==> config.mk <==
export PLATFORM = sky130hd
export DESIGN_NAME = regfile_write_arbiter
export DESIGN_NICKNAME = d
export VERILOG_FILES = /design/src/rtl/regfile_write_arbiter_pkg.sv /design/src/rtl/regfile_write_arbiter_wb_hold_buffer.sv /design/src/rtl/regfile_write_arbiter.sv
export SDC_FILE = /design/constraint.sdc
export NUM_CORES = 1
export LEC_CHECK = 0
export CAP_MARGIN = 20
export CORE_MARGIN = 2
export CORE_UTILIZATION = 40
export DETAILED_ROUTE_END_ITERATION = 10
export PLACE_DENSITY = 0.72
export SLEW_MARGIN = 10
export SYNTH_ARGS = -nofsm -noshare
export SYNTH_HDL_FRONTEND = slang
export SYNTH_SLANG_ARGS = --single-unit
==> constraint.sdc <==
create_clock -name clock -period 3.07 [get_ports clock]
set_input_delay 0.307 -clock clock [delete_from_list [all_inputs] [get_ports clock]]
set_output_delay 0.307 -clock clock [all_outputs]
set_load 0.05 [all_outputs]
==> src/rtl/regfile_write_arbiter_pkg.sv <==
// rtl/regfile_write_arbiter_pkg.sv - shared widths and FSM encodings for the regfile write arbiter
package regfile_write_arbiter_pkg;

  localparam int unsigned DATA_W_DEF = 32;
  localparam int unsigned ADDR_W_DEF = 5;

  typedef enum logic [1:0] {
    ST_IDLE  = 2'd0,
    ST_HELD  = 2'd1,
    ST_FORCE = 2'd2
  } arb_state_e;

  typedef enum logic [1:0] {
    GNT_NONE = 2'd0,
    GNT_WB   = 2'd1,
    GNT_MD   = 2'd2,
    GNT_HB   = 2'd3
  } gnt_src_e;

endpackage

==> src/rtl/regfile_write_arbiter_wb_hold_buffer.sv <==
// rtl/regfile_write_arbiter_wb_hold_buffer.sv - one-entry {valid,rd,data} hold buffer with source compares
module wb_hold_buffer
  import regfile_write_arbiter_pkg::*;
#(
  parameter int unsigned DATA_W = DATA_W_DEF,
  parameter int unsigned ADDR_W = ADDR_W_DEF
) (
  input  logic              clock,
  input  logic              reset,
  input  logic              capture_i,
  input  logic              clear_i,
  input  logic [ADDR_W-1:0] rd_i,
  input  logic [DATA_W-1:0] data_i,
  output logic [ADDR_W-1:0] rd_o,
  output logic [DATA_W-1:0] data_o,
  input  logic [ADDR_W-1:0] rs_a_i,
  input  logic [ADDR_W-1:0] rs_b_i,
  output logic              hit_a_o,
  output logic              hit_b_o
);

  logic              valid_q, valid_d;
  logic [ADDR_W-1:0] rd_q, rd_d;
  logic [DATA_W-1:0] data_q, data_d;

  always_comb begin
    valid_d = valid_q;
    rd_d    = rd_q;
    data_d  = data_q;
    if (capture_i) begin
      valid_d = 1'b1;
      rd_d    = rd_i;
      data_d  = data_i;
    end else if (clear_i) begin
      valid_d = 1'b0;
    end
  end

  always_ff @(posedge clock) begin
    if (reset) begin
      valid_q <= 1'b0;
      rd_q    <= '0;
      data_q  <= '0;
    end else begin
      valid_q <= valid_d;
      rd_q    <= rd_d;
      data_q  <= data_d;
    end
  end

  assign rd_o    = rd_q;
  assign data_o  = data_q;
  assign hit_a_o = valid_q && (rs_a_i == rd_q) && (rs_a_i != '0);
  assign hit_b_o = valid_q && (rs_b_i == rd_q) && (rs_b_i != '0);

endmodule

==> src/rtl/regfile_write_arbiter.sv <==
// rtl/regfile_write_arbiter.sv - shares the regfile write port between writeback and multdiv results
module regfile_write_arbiter
  import regfile_write_arbiter_pkg::*;
#(
  parameter int unsigned DATA_W   = DATA_W_DEF,
  parameter int unsigned ADDR_W   = ADDR_W_DEF,
  parameter int unsigned MAX_WAIT = 2
) (
  input  logic              clock,
  input  logic              reset,
  input  logic              wb_valid,
  input  logic [ADDR_W-1:0] wb_rd,
  input  logic [DATA_W-1:0] wb_data,
  output logic              wb_stall,
  input  logic              md_valid,
  output logic              md_ready,
  input  logic [ADDR_W-1:0] md_rd,
  input  logic [DATA_W-1:0] md_data,
  input  logic [ADDR_W-1:0] chk_rs_a,
  input  logic [ADDR_W-1:0] chk_rs_b,
  output logic              chk_hit_a,
  output logic              chk_hit_b,
  output logic              ctrl_writeEnable,
  output logic [ADDR_W-1:0] ctrl_writeReg,
  output logic [DATA_W-1:0] data_writeReg
);

  localparam int unsigned CNT_W = $clog2(MAX_WAIT + 1);
  localparam logic [CNT_W-1:0] CNT_MAX = CNT_W'(MAX_WAIT);

  arb_state_e        state_q, state_d;
  logic [CNT_W-1:0]  wait_cnt_q, wait_cnt_d, wait_cnt_inc;
  gnt_src_e          gnt_src;
  logic              hb_capture, hb_clear;
  logic [ADDR_W-1:0] hb_rd;
  logic [DATA_W-1:0] hb_data;
  logic              we_q;
  logic [ADDR_W-1:0] wreg_q, wreg_d;
  logic [DATA_W-1:0] wdata_q, wdata_d;
  logic              w_req, m_req;

  // r0 requests never touch the port, never stall and never get buffered
  assign w_req = wb_valid && (wb_rd != '0);
  assign m_req = md_valid && (md_rd != '0);

  assign md_ready = (state_q == ST_IDLE);
  assign wb_stall = (state_q == ST_FORCE) && w_req;

  assign wait_cnt_inc = (wait_cnt_q == CNT_MAX) ? wait_cnt_q : wait_cnt_q + CNT_W'(1);

  always_comb begin
    state_d    = state_q;
    wait_cnt_d = wait_cnt_q;
    gnt_src    = GNT_NONE;
    hb_capture = 1'b0;
    hb_clear   = 1'b0;
    case (state_q)
      ST_IDLE: begin
        if (w_req && m_req) begin
          gnt_src    = GNT_WB;
          hb_capture = 1'b1;
          wait_cnt_d = '0;
          state_d    = ST_HELD;
        end else if (m_req) begin
          gnt_src = GNT_MD;
        end else if (w_req) begin
          gnt_src = GNT_WB;
        end
      end
      ST_HELD: begin
        if (w_req) begin
          gnt_src = GNT_WB;
          if (wb_rd == hb_rd) begin
            // the younger W write supersedes the held result
            hb_clear = 1'b1;
            state_d  = ST_IDLE;
          end else begin
            wait_cnt_d = wait_cnt_inc;
            if (wait_cnt_inc >= CNT_MAX) begin
              state_d = ST_FORCE;
            end
          end
        end else begin
          gnt_src  = GNT_HB;
          hb_clear = 1'b1;
          state_d  = ST_IDLE;
        end
      end
      ST_FORCE: begin
        gnt_src  = GNT_HB;
        hb_clear = 1'b1;
        state_d  = ST_IDLE;
      end
      default: begin
        state_d = ST_IDLE;
      end
    endcase
  end

  always_comb begin
    wreg_d  = wreg_q;
    wdata_d = wdata_q;
    case (gnt_src)
      GNT_WB: begin
        wreg_d  = wb_rd;
        wdata_d = wb_data;
      end
      GNT_MD: begin
        wreg_d  = md_rd;
        wdata_d = md_data;
      end
      GNT_HB: begin
        wreg_d  = hb_rd;
        wdata_d = hb_data;
      end
      default: begin
        wreg_d  = wreg_q;
        wdata_d = wdata_q;
      end
    endcase
  end

  always_ff @(posedge clock) begin
    if (reset) begin
      state_q    <= ST_IDLE;
      wait_cnt_q <= '0;
      we_q       <= 1'b0;
      wreg_q     <= '0;
      wdata_q    <= '0;
    end else begin
      state_q    <= state_d;
      wait_cnt_q <= wait_cnt_d;
      we_q       <= (gnt_src != GNT_NONE);
      wreg_q     <= wreg_d;
      wdata_q    <= wdata_d;
    end
  end

  wb_hold_buffer #(
    .DATA_W (DATA_W),
    .ADDR_W (ADDR_W)
  ) u_hold (
    .clock     (clock),
    .reset     (reset),
    .capture_i (hb_capture),
    .clear_i   (hb_clear),
    .rd_i      (md_rd),
    .data_i    (md_data),
    .rd_o      (hb_rd),
    .data_o    (hb_data),
    .rs_a_i    (chk_rs_a),
    .rs_b_i    (chk_rs_b),
    .hit_a_o   (chk_hit_a),
    .hit_b_o   (chk_hit_b)
  );

  assign ctrl_writeEnable = we_q;
  assign ctrl_writeReg    = wreg_q;
  assign data_writeReg    = wdata_q;

endmodule

# --- Yosys cells after proc, flatten, opt, wreduce, memory -nomap -nowiden ---
# Cells that the tools add are included.
op_classes:
  add_sub_neg: 1
  order_cmp: 1
  eq_ne: 13
  mux: 24
  n_reduce_logical: 19
ops:
  columns: ["op", "n"]
  rows:
  - ["$pmux 32 s3", 1]
  - ["$mux 2", 11]
  - ["$reduce_bool 5->1", 4]
  - ["$eq 5x5->1", 3]
  - ["$pmux 5 s3", 1]
  - ["$eq 2x2->1 const B", 4]
  - ["$logic_and 1x1->1", 8]
  - ["$pmux 2 s2", 2]
  - ["$mux 1", 7]
  - ["$pmux 2 s3", 1]
  - ["$reduce_bool 2->1", 3]
  - ["$eq 2x1->1 const B", 2]
  - ["$ne 2x2->1 const B", 2]
  - ["$ne 4x4->1 const B", 1]
  - ["$reduce_and 4->1", 1]
  - ["$reduce_bool 3->1", 1]
  - ["$add 2x1->2 const B", 1]
  - ["$ge 2x2->1 const B", 1]
  - ["$logic_not 2->1", 1]
  - ["$ne 2x1->1 const B", 1]
  - ["$pmux 1 s2", 1]
  - ["$reduce_and 2->1", 1]
word_totals:
  reg_bits: 80
  in_bits: 88
  output_inout_bits: 42
  word_cells: 66

# --- Logic depth before layout (Yosys ltp) ---
# Gate-level depths: netlist of run 1.
logic_depth:
  depth_word: 8
  ltp_mapped: 9
  ltp_nobuf: 7

# --- Modules after synthesis ---
# Synthesis of run 1 repeated with hierarchy kept, for this count alone.
hier_totals:
  cells_unflattened: 409
  area_unflattened_um2: 4010.1
modules_own_cells:
  columns: ["module", "instances", "cells_per_inst", "area_per_inst_um2", "seq_area_each_um2"]
  rows:
  - ["regfile_write_arbiter", 1, 267, 2537.4, 840.8]
  - ["wb_hold_buffer", 1, 142, 1472.7, 760.7]

# --- Least setup slack after synthesis of run 1 ---
# Ideal clock, no wire load.
synth_path:
  path_type: "register -> register"
  start: "register state_q[0]"
  end: "register wreg_q[4] (netlist: ctrl_writeReg[4])"
  arrival_ns: 2.443
  required_time_ns: 2.951
  path_slack_ns: 0.508
  path_stages_with_launch: 10
  path_cell_list: "dfxtp_1 inv_1 ha_1 inv_1 o311a_2 o21a_1 buf_2 dlymetal6s2s_1 a221o_2 o221a_1"
synth_between:
  elab_chain_len: 4
  elab_cells_between_ends: 9
  cone_classes: "eq/ne: 5; mux: 2; reduce/logical: 2"
synth_lines:
  columns: ["element", "line_no", "rtl"]
  rows:
  - ["start, declared", "regfile_write_arbiter.sv:31", "arb_state_e state_q, state_d;"]
  - ["start signal, assigned", "regfile_write_arbiter.sv:131", "state_q <= state_d;"]
  - ["$logic_not 2->1 *", null, null]
  - ["named net md_ready", "regfile_write_arbiter.sv:16", "output logic md_ready,"]
  - ["$pmux 2 s3 *", "regfile_write_arbiter.sv:57", "case (state_q)"]
  - ["$eq 2x2->1 or $eq 2x1->1 (tied branches)", "regfile_write_arbiter.sv:103", "case (gnt_src)"]
  - ["$pmux 5 s3 or $reduce_bool 3->1 (tied branches)", null, null]
  - ["end signal, assigned", "regfile_write_arbiter.sv:134", "wreg_q <= wreg_d;"]
  - ["end, declared", "regfile_write_arbiter.sv:38", "logic [ADDR_W-1:0] wreg_q, wreg_d;"]
# The timed path passes the listed nets; every way through them passes the cells marked *.
# A chain may end at the register's enable or synchronous reset.

# --- Worst setup path after layout of run 1 ---
layout_path:
  start: "register state_q[0]"
  end: "register wdata_q[27] (netlist: data_writeReg[27])"
layout_between:
  elab_chain_len: 4
  elab_cells_between_ends: 9
  cone_classes: "eq/ne: 5; mux: 2; reduce/logical: 2"
layout_lines:
  columns: ["element", "line_no", "rtl"]
  rows:
  - ["$eq 2x2->1 (tied with other cells)", "regfile_write_arbiter.sv:57", null]
  - ["$pmux 2 s3 *", "regfile_write_arbiter.sv:57", null]
  - ["$eq 2x2->1 or $eq 2x1->1 (tied branches)", "regfile_write_arbiter.sv:103", null]
  - ["$pmux 32 s3 or $reduce_bool 3->1 (tied branches)", null, null]
  - ["end signal, assigned", "regfile_write_arbiter.sv:135", "wdata_q <= wdata_d;"]
  - ["end, declared", "regfile_write_arbiter.sv:39", "logic [DATA_W-1:0] wdata_q, wdata_d;"]
# Every way passes the cells marked *; elsewhere a longest branch is shown, timed or not.

==> results of run 1 <==
how the worst max path moves through the flow:
| stage | end | from | cells after the start |
|---|---|---|---|
| 3_5_place_dp | data_writeReg[27] | wb_rd[4] | 7 |
| 6_report | data_writeReg[27] | state_q[0] | 8 |
| 2_1_floorplan | ctrl_writeReg[4] | state_q[0] | 9 |
| 3_3_place_gp | ctrl_writeReg[4] | wb_rd[4] | 7 |
| 4_1_cts | data_writeReg[27] | state_q[0] | 8 |
| 5_1_grt | data_writeReg[27] | state_q[0] | 8 |
kinds of logic after synthesis:
group,count (synthesis)
fa+ha+maj,6
buf+inv,45
xor+xnor,13
simple gates,98
compound gates,142
flops,80
layout make-up:
| type | count | area, um2 |
|---|---|---|
| inverters | 9 | 33.8 |
| well taps | 111 | 139 |
| clock buffers | 10 | 128 |
| fillers | 811 | 3920 |
| repair buffers | 142 | 1400 |
| clock inverters | 5 | 81.3 |
| flip-flops and latches | 80 | 1600 |
| multi-input cells | 259 | 1850 |
synth_stat cells (6+ instances only):
library cell,instances
a21oi_1,43
xnor2_1,7
inv_1,9
ha_1,6
nand2_1,77
buf_4,6
dfxtp_1,80
buf_2,8
a221o_1,36
nor3_1,6
clkbuf_1,8
xor2_1,6
o221a_1,37
registers in the layout, summed over array words and instances (netlist names):
signal            count
u_hold.rd_o           5
u_hold.data_o        32
u_hold.valid_q        1
data_writeReg        32
state_q               2
ctrl_writeEnable      1
ctrl_writeReg         5
wait_cnt_q            2
metrics by stage:
| stage | setup slack, ps | power (mW) |
|---|---|---|
| CTS | 319 | 3.99 |
| global placement | 260 | 3.12 |
| floorplan | 508 | 2.58 |
| finish | 337 | 3.99 |
| global route | 127 | 4.19 |
| detailed placement | 191 | 3.15 |
routing by layer:
metal	vias to the layer above	track usage [%]	wire length, um	part of all wire (%)
met3	10	4.16	628	5.7
met5	-	0	0	0
met4	0	6.43	117	1.1
met2	139	38.8	5580	50
li1	1677	-	-	-
met1	1714	28.1	4730	43
worst register-to-register path, cell delays in order, from the launching register on:
cell and delay [ps]:
dfxtp_1 330, inv_1 130, ha_1 310, a21oi_1 150, a21o_1 200, a211oi_4 800
buf_4 390, a221o_1 190, o221a_1 170
power groups by stage:
stage                     Combinational, mW  Sequential, mW  Clock (mW)
final                                  1.79            1.36       0.838
after global routing                   1.90            1.39       0.901
after CTS                              1.77            1.36       0.854
after detailed placement               1.76            1.38           0
after global placement                 1.74            1.38           0
after floorplan                       0.665            1.91           0
==> run metrics, run 1 <==
Primary FF master, synth=dfxtp_1; Final Max Slew Viols=0; Synth Area per Inst=~9.7 um2; clock share of power=between 20% and 30%; most frequent cells in the layout=128 x clkdlybuf4s50_1, 80 x dfxtp_1, 77 x nand2_1; Hold Slack=~460 ps; Logic pwr share=around 45%; synthesized instance count=384; Unique masters post-synth=45; Layout Utilization=a little under three fifths; Via-to-Cell Ratio=5.75; Final min period=about 2700 ps; FF+latch count, synth=80; power share of the sequential group=~34%; crit path kind=reg2reg; Critical Path RT=between 3000 and 4000 ps; Post-Layout Inst Area=about 5200 um2; hold_buf cts=0; Synth top area share=between 40% and 50%; Power Density=approximately 760 nW/um2; Worst Setup End Kind=flip-flop; Core Area=~9200 um2; status=complete, no violations; initial DRC count=~170; number of flops mapped to enable cells by yosys=0; Synthesized Nets=478; first-pass GRT wire length=about 18 mm; commonest non-fill, non-tap cell in the layout=clkdlybuf4s50_1; Overall Global Routing Usage=between 20 and 25%; Sink Count=80; die area=10,100 um2; Layout Nets=595; largest family of logic cells by synthesized area=compound AO/OA/AOI/OAI gates; crit path cell chain=inv_1 -> ha_1 -> a21oi_1 -> a21o_1 -> a211oi_4 -> buf_4 -> a221o_1 -> o221a_1; Die Ht=101 um; worst path buffer plus inverter count=2; Critical Path AT=3020 ps; H-Tree Depth=3; unrepaired setup endpoints after global routing=no; final setup vio count=0; Fin. Hold Viols=0; vias in the first global route=approximately 3,500; Critical-path top delay cell=a211oi_4; Compound-Gate Fraction of Synth Area=between 30% and 40%; Reg clk slew, reported paths=80 ps; Resize count post-CTS=0; internal power=around 2.4 mW; pin count of the biggest net entering global routing=44; critical path peak fanout=20; ys async rst share=0%; Slew HR=a little under two fifths; worst stage delay on the critical path=approximately 800 ps; setup TNS=0 ps; Tcrit/Tclk final=about nine tenths; Final Skew=around 8.5 ps; Routed Antenna Nets=0; CTS root buffer=clkbuf_8; diode count=0; Synth-to-Final Area Change=40.4%; layout cells sized above 1=under 10%; top post-synthesis cells by area=dfxtp_1 43%, o221a_1 11%, a221o_1 9.7%; PortBufs=roughly 130; Leakage Power=between 1.5 and 2 nW; CTS tree=yes; hold crit path type=reg2reg; Least-Margin Pin Slew=around 930 ps; non-filler cells, final=616; initial antenna violation count=0; boundary pin count=130; CTS buffer count=9; die width=between 100 and 150 um; reg2reg path depth=8; CP delay by family, top=compound AO/OA/AOI/OAI gates; adder and majority gate portion of the synthesized area=2.01%; Max-Cap Viols=0; Synth Area in Simple Gates=between 10 and 15%; Clock Latency Late Sink=about 350 ps; cell taking the most area after synthesis=dfxtp_1; DRC Markers=0; Switching Share=around two fifths; hold path cells=2; Hold Path Origin=u_hold.data_o[29]; NetSw=~1.6 mW; FF-to-FF setup slack=roughly 340 ps; GRT overflow=0; gp weighted congestion=0.791; crit start category=flip-flop; portion of netlist area occupied by mux cells=0%; RR Endpoint=data_writeReg[27]; dpl hpwl=between 7 and 8 mm; clk buf depth=2; vias after detailed routing=3,540; end of the worst hold path=u_hold.data_o[29]; Row Count=35; # Post-CTS Setup Buffers=0; Peak VDD IR=~0.46 mV; Synth Area in XOR/XNOR=3.05%; Post-Synthesis Cell Area=roughly 3700 um2; Starting Density=roughly two fifths; Seq/Total Area, Yosys=42.9%; Worst R2R Start=state_q[0]; DR pass1 iterations=5; post-placement cell area=roughly 5000 um2; fmax=366 MHz; Routed Wire Length=11.1 mm; Ys Warns=0; Placed Cells=600; per-cell routed wire length=about 18 um
Power figures use the tool's default switching activity.
==> inputs of run 2 (changes only) <==
- CORE_ASPECT_RATIO: not set -> 1.4
- CORE_UTILIZATION: 40 -> 45
- GPL_ROUTABILITY_DRIVEN: not set -> 0
- PLACE_DENSITY: 0.72 -> 0.8
==> run 2 against run 1 <==
Against the previous run:
- total power grew 7.1%
- hold slack lost 19 ps
- non-clock buffer count shrank 3
- count of clock-buffer cells in the layout grew 3
- combinational power is essentially flat
- setup slack gained 48 ps
- highest routed layer unchanged
- critical endpoint is now data_writeReg[0]
- via count grew 0.96%
- clock skew shrank 1.1 ps
- design area grew 1.0%
- wire length shrank 1.5%
- maximum frequency grew 1.8%
- largest power group unchanged
==> run metrics, run 2 (synthesis gave the netlist of run 1 again) <==
status=complete, no violations; hold crit path type=in2reg; Leakage Power=1.91 nW (+1.4%); Core Area=8100 um2 (-11%); Hold Slack=438 ps (-19.4 ps); DRC Markers=0 (unchanged); PortBufs=129 (unchanged); boundary pin count=130 (unchanged); worst path buffer plus inverter count=2 (unchanged); commonest non-fill, non-tap cell in the layout=clkdlybuf4s50_1; critical path peak fanout=19 (-5.0%); unrepaired setup endpoints after global routing=no; H-Tree Depth=3 (unchanged); Least-Margin Pin Slew=844 ps (-85.5 ps); CTS buffer count=9 (unchanged); Row Count=39 (+11%); first-pass GRT wire length=17.2 mm (-3.1%); Fin. Hold Viols=0 (unchanged); DR pass1 iterations=4 (-1); Clock Latency Late Sink=330 ps (-20 ps); Placed Cells=589 (-1.8%); CTS tree=yes; Critical-path top delay cell=a211oi_4; Layout Nets=592 (-0.50%); Max-Cap Viols=0 (unchanged); initial DRC count=268 (+56%); FF-to-FF setup slack=390 ps (+50 ps); Final Max Slew Viols=0 (unchanged); Tcrit/Tclk final=87.5% (-1.6 points); setup TNS=0 ps (unchanged); initial antenna violation count=0 (unchanged); Layout Utilization=65.3% (+8.1 points); Via-to-Cell Ratio=5.91 (+2.8%); Final min period=2680 ps (-47.7 ps); final setup vio count=0 (unchanged); RR Endpoint=data_writeReg[0]; Starting Density=46.0% (+5.3 points); die area=9040 um2 (-11%); Setup crit end=data_writeReg[0]; Reg clk slew, reported paths=60 ps (-20 ps); Sink Count=80 (unchanged); Routed Wire Length=10.9 mm (-1.5%); diode count=0 (unchanged); fmax=372 MHz (+1.8%); crit path cell chain=inv_1 -> ha_1 -> a21oi_1 -> a21o_1 -> a211oi_4 -> buf_4 -> a221o_1 -> o221a_1; reg2reg path depth=8 (unchanged); clk buf depth=2 (unchanged); Worst R2R Start=state_q[0]; Worst path depth=8 (unchanged); Critical Path AT=2950 ps (-70 ps); crit path kind=reg2reg; Critical path origin=state_q[0]; CTS root buffer=clkbuf_16; Worst Setup End Kind=flip-flop; Routed Antenna Nets=0 (unchanged); most frequent cells in the layout=128 x clkdlybuf4s50_1, 80 x dfxtp_1, 77 x nand2_1; GRT overflow=0 (unchanged); dpl hpwl=7.61 mm (-0.31%); Slew HR=43.5% (+5.7 points); hold_buf cts=0 (unchanged); crit start category=flip-flop; non-filler cells, final=605 (-1.8%); die width=80.9 um (-20%); Peak VDD IR=0.508 mV (+9.7%); Resize count post-CTS=0 (unchanged); per-cell routed wire length=18.0 um (+0.25%); Overall Global Routing Usage=24.6% (+2.4 points); Power Density=808 nW/um2 (+6.0%); vias after detailed routing=3,574 (+0.96%); # Post-CTS Setup Buffers=0 (unchanged); Critical Path RT=3340 ps (about the same); Final Skew=7.42 ps (-1.09 ps); pin count of the biggest net entering global routing=43 (-2.3%); vias in the first global route=3,545 (+0.57%); CP delay by family, top=compound AO/OA/AOI/OAI gates; worst stage delay on the critical path=740 ps (-60 ps); layout cells sized above 1=7.16% (-0.76 points); Synth-to-Final Area Change=41.8%; Die Ht=112 um (+11%)
[run 2: report_power, final]
part	switching [mW]	leakage (nW)	internal, mW	total (mW)
Sequential	0.124	0.659	1.24	1.37
Clock	0.407	0.154	0.734	1.14
Combinational	1.08	1.10	0.685	1.77
[run 2: metal layers]
metal  vias to the layer above  track usage (%)  routed length (um)
li1                       1673                -                   -
met1                      1734             27.7                4230
met2                       145             44.6                5790
met3                        22             3.97                 558
met4                         0             10.5                 315
met5                         -                0                   0
[run 2: worst min path at each step]
stage | start | to | slack, ps | cells past startpoint
5_1_grt | reset | ctrl_writeEnable | 470 | 3
3_3_place_gp | u_hold.data_o[31] | u_hold.data_o[31] | 440 | 2
6_report | reset | ctrl_writeEnable | 440 | 3
2_1_floorplan | u_hold.data_o[0] | u_hold.data_o[0] | 440 | 2
3_5_place_dp | u_hold.data_o[11] | u_hold.data_o[11] | 450 | 2
4_1_cts | reset | ctrl_writeEnable | 440 | 3
[run 2: metrics by stage]
stage	setup slack (ps)	instance area [um2]	total power [mW]
finish	385	5290	4.27
global route	181	5290	4.45
global placement	305	4970	3.11
detailed placement	218	4970	3.14
floorplan	508	3730	2.58
CTS	408	5290	4.29
[run 2: tightest hold or removal path: stages]
cell and delay (ps):
buf_2 140, inv_1 120, and2_1 150
[run 2: layout make-up]
class,instances,area [um2]
sequential,80,1600
clock buffer,13,250
multi-input combinational,259,1850
timing repair buffer,139,1360
tap,102,128
inverter,9,33.8
clock inverter,3,65.1
fill,698,2810
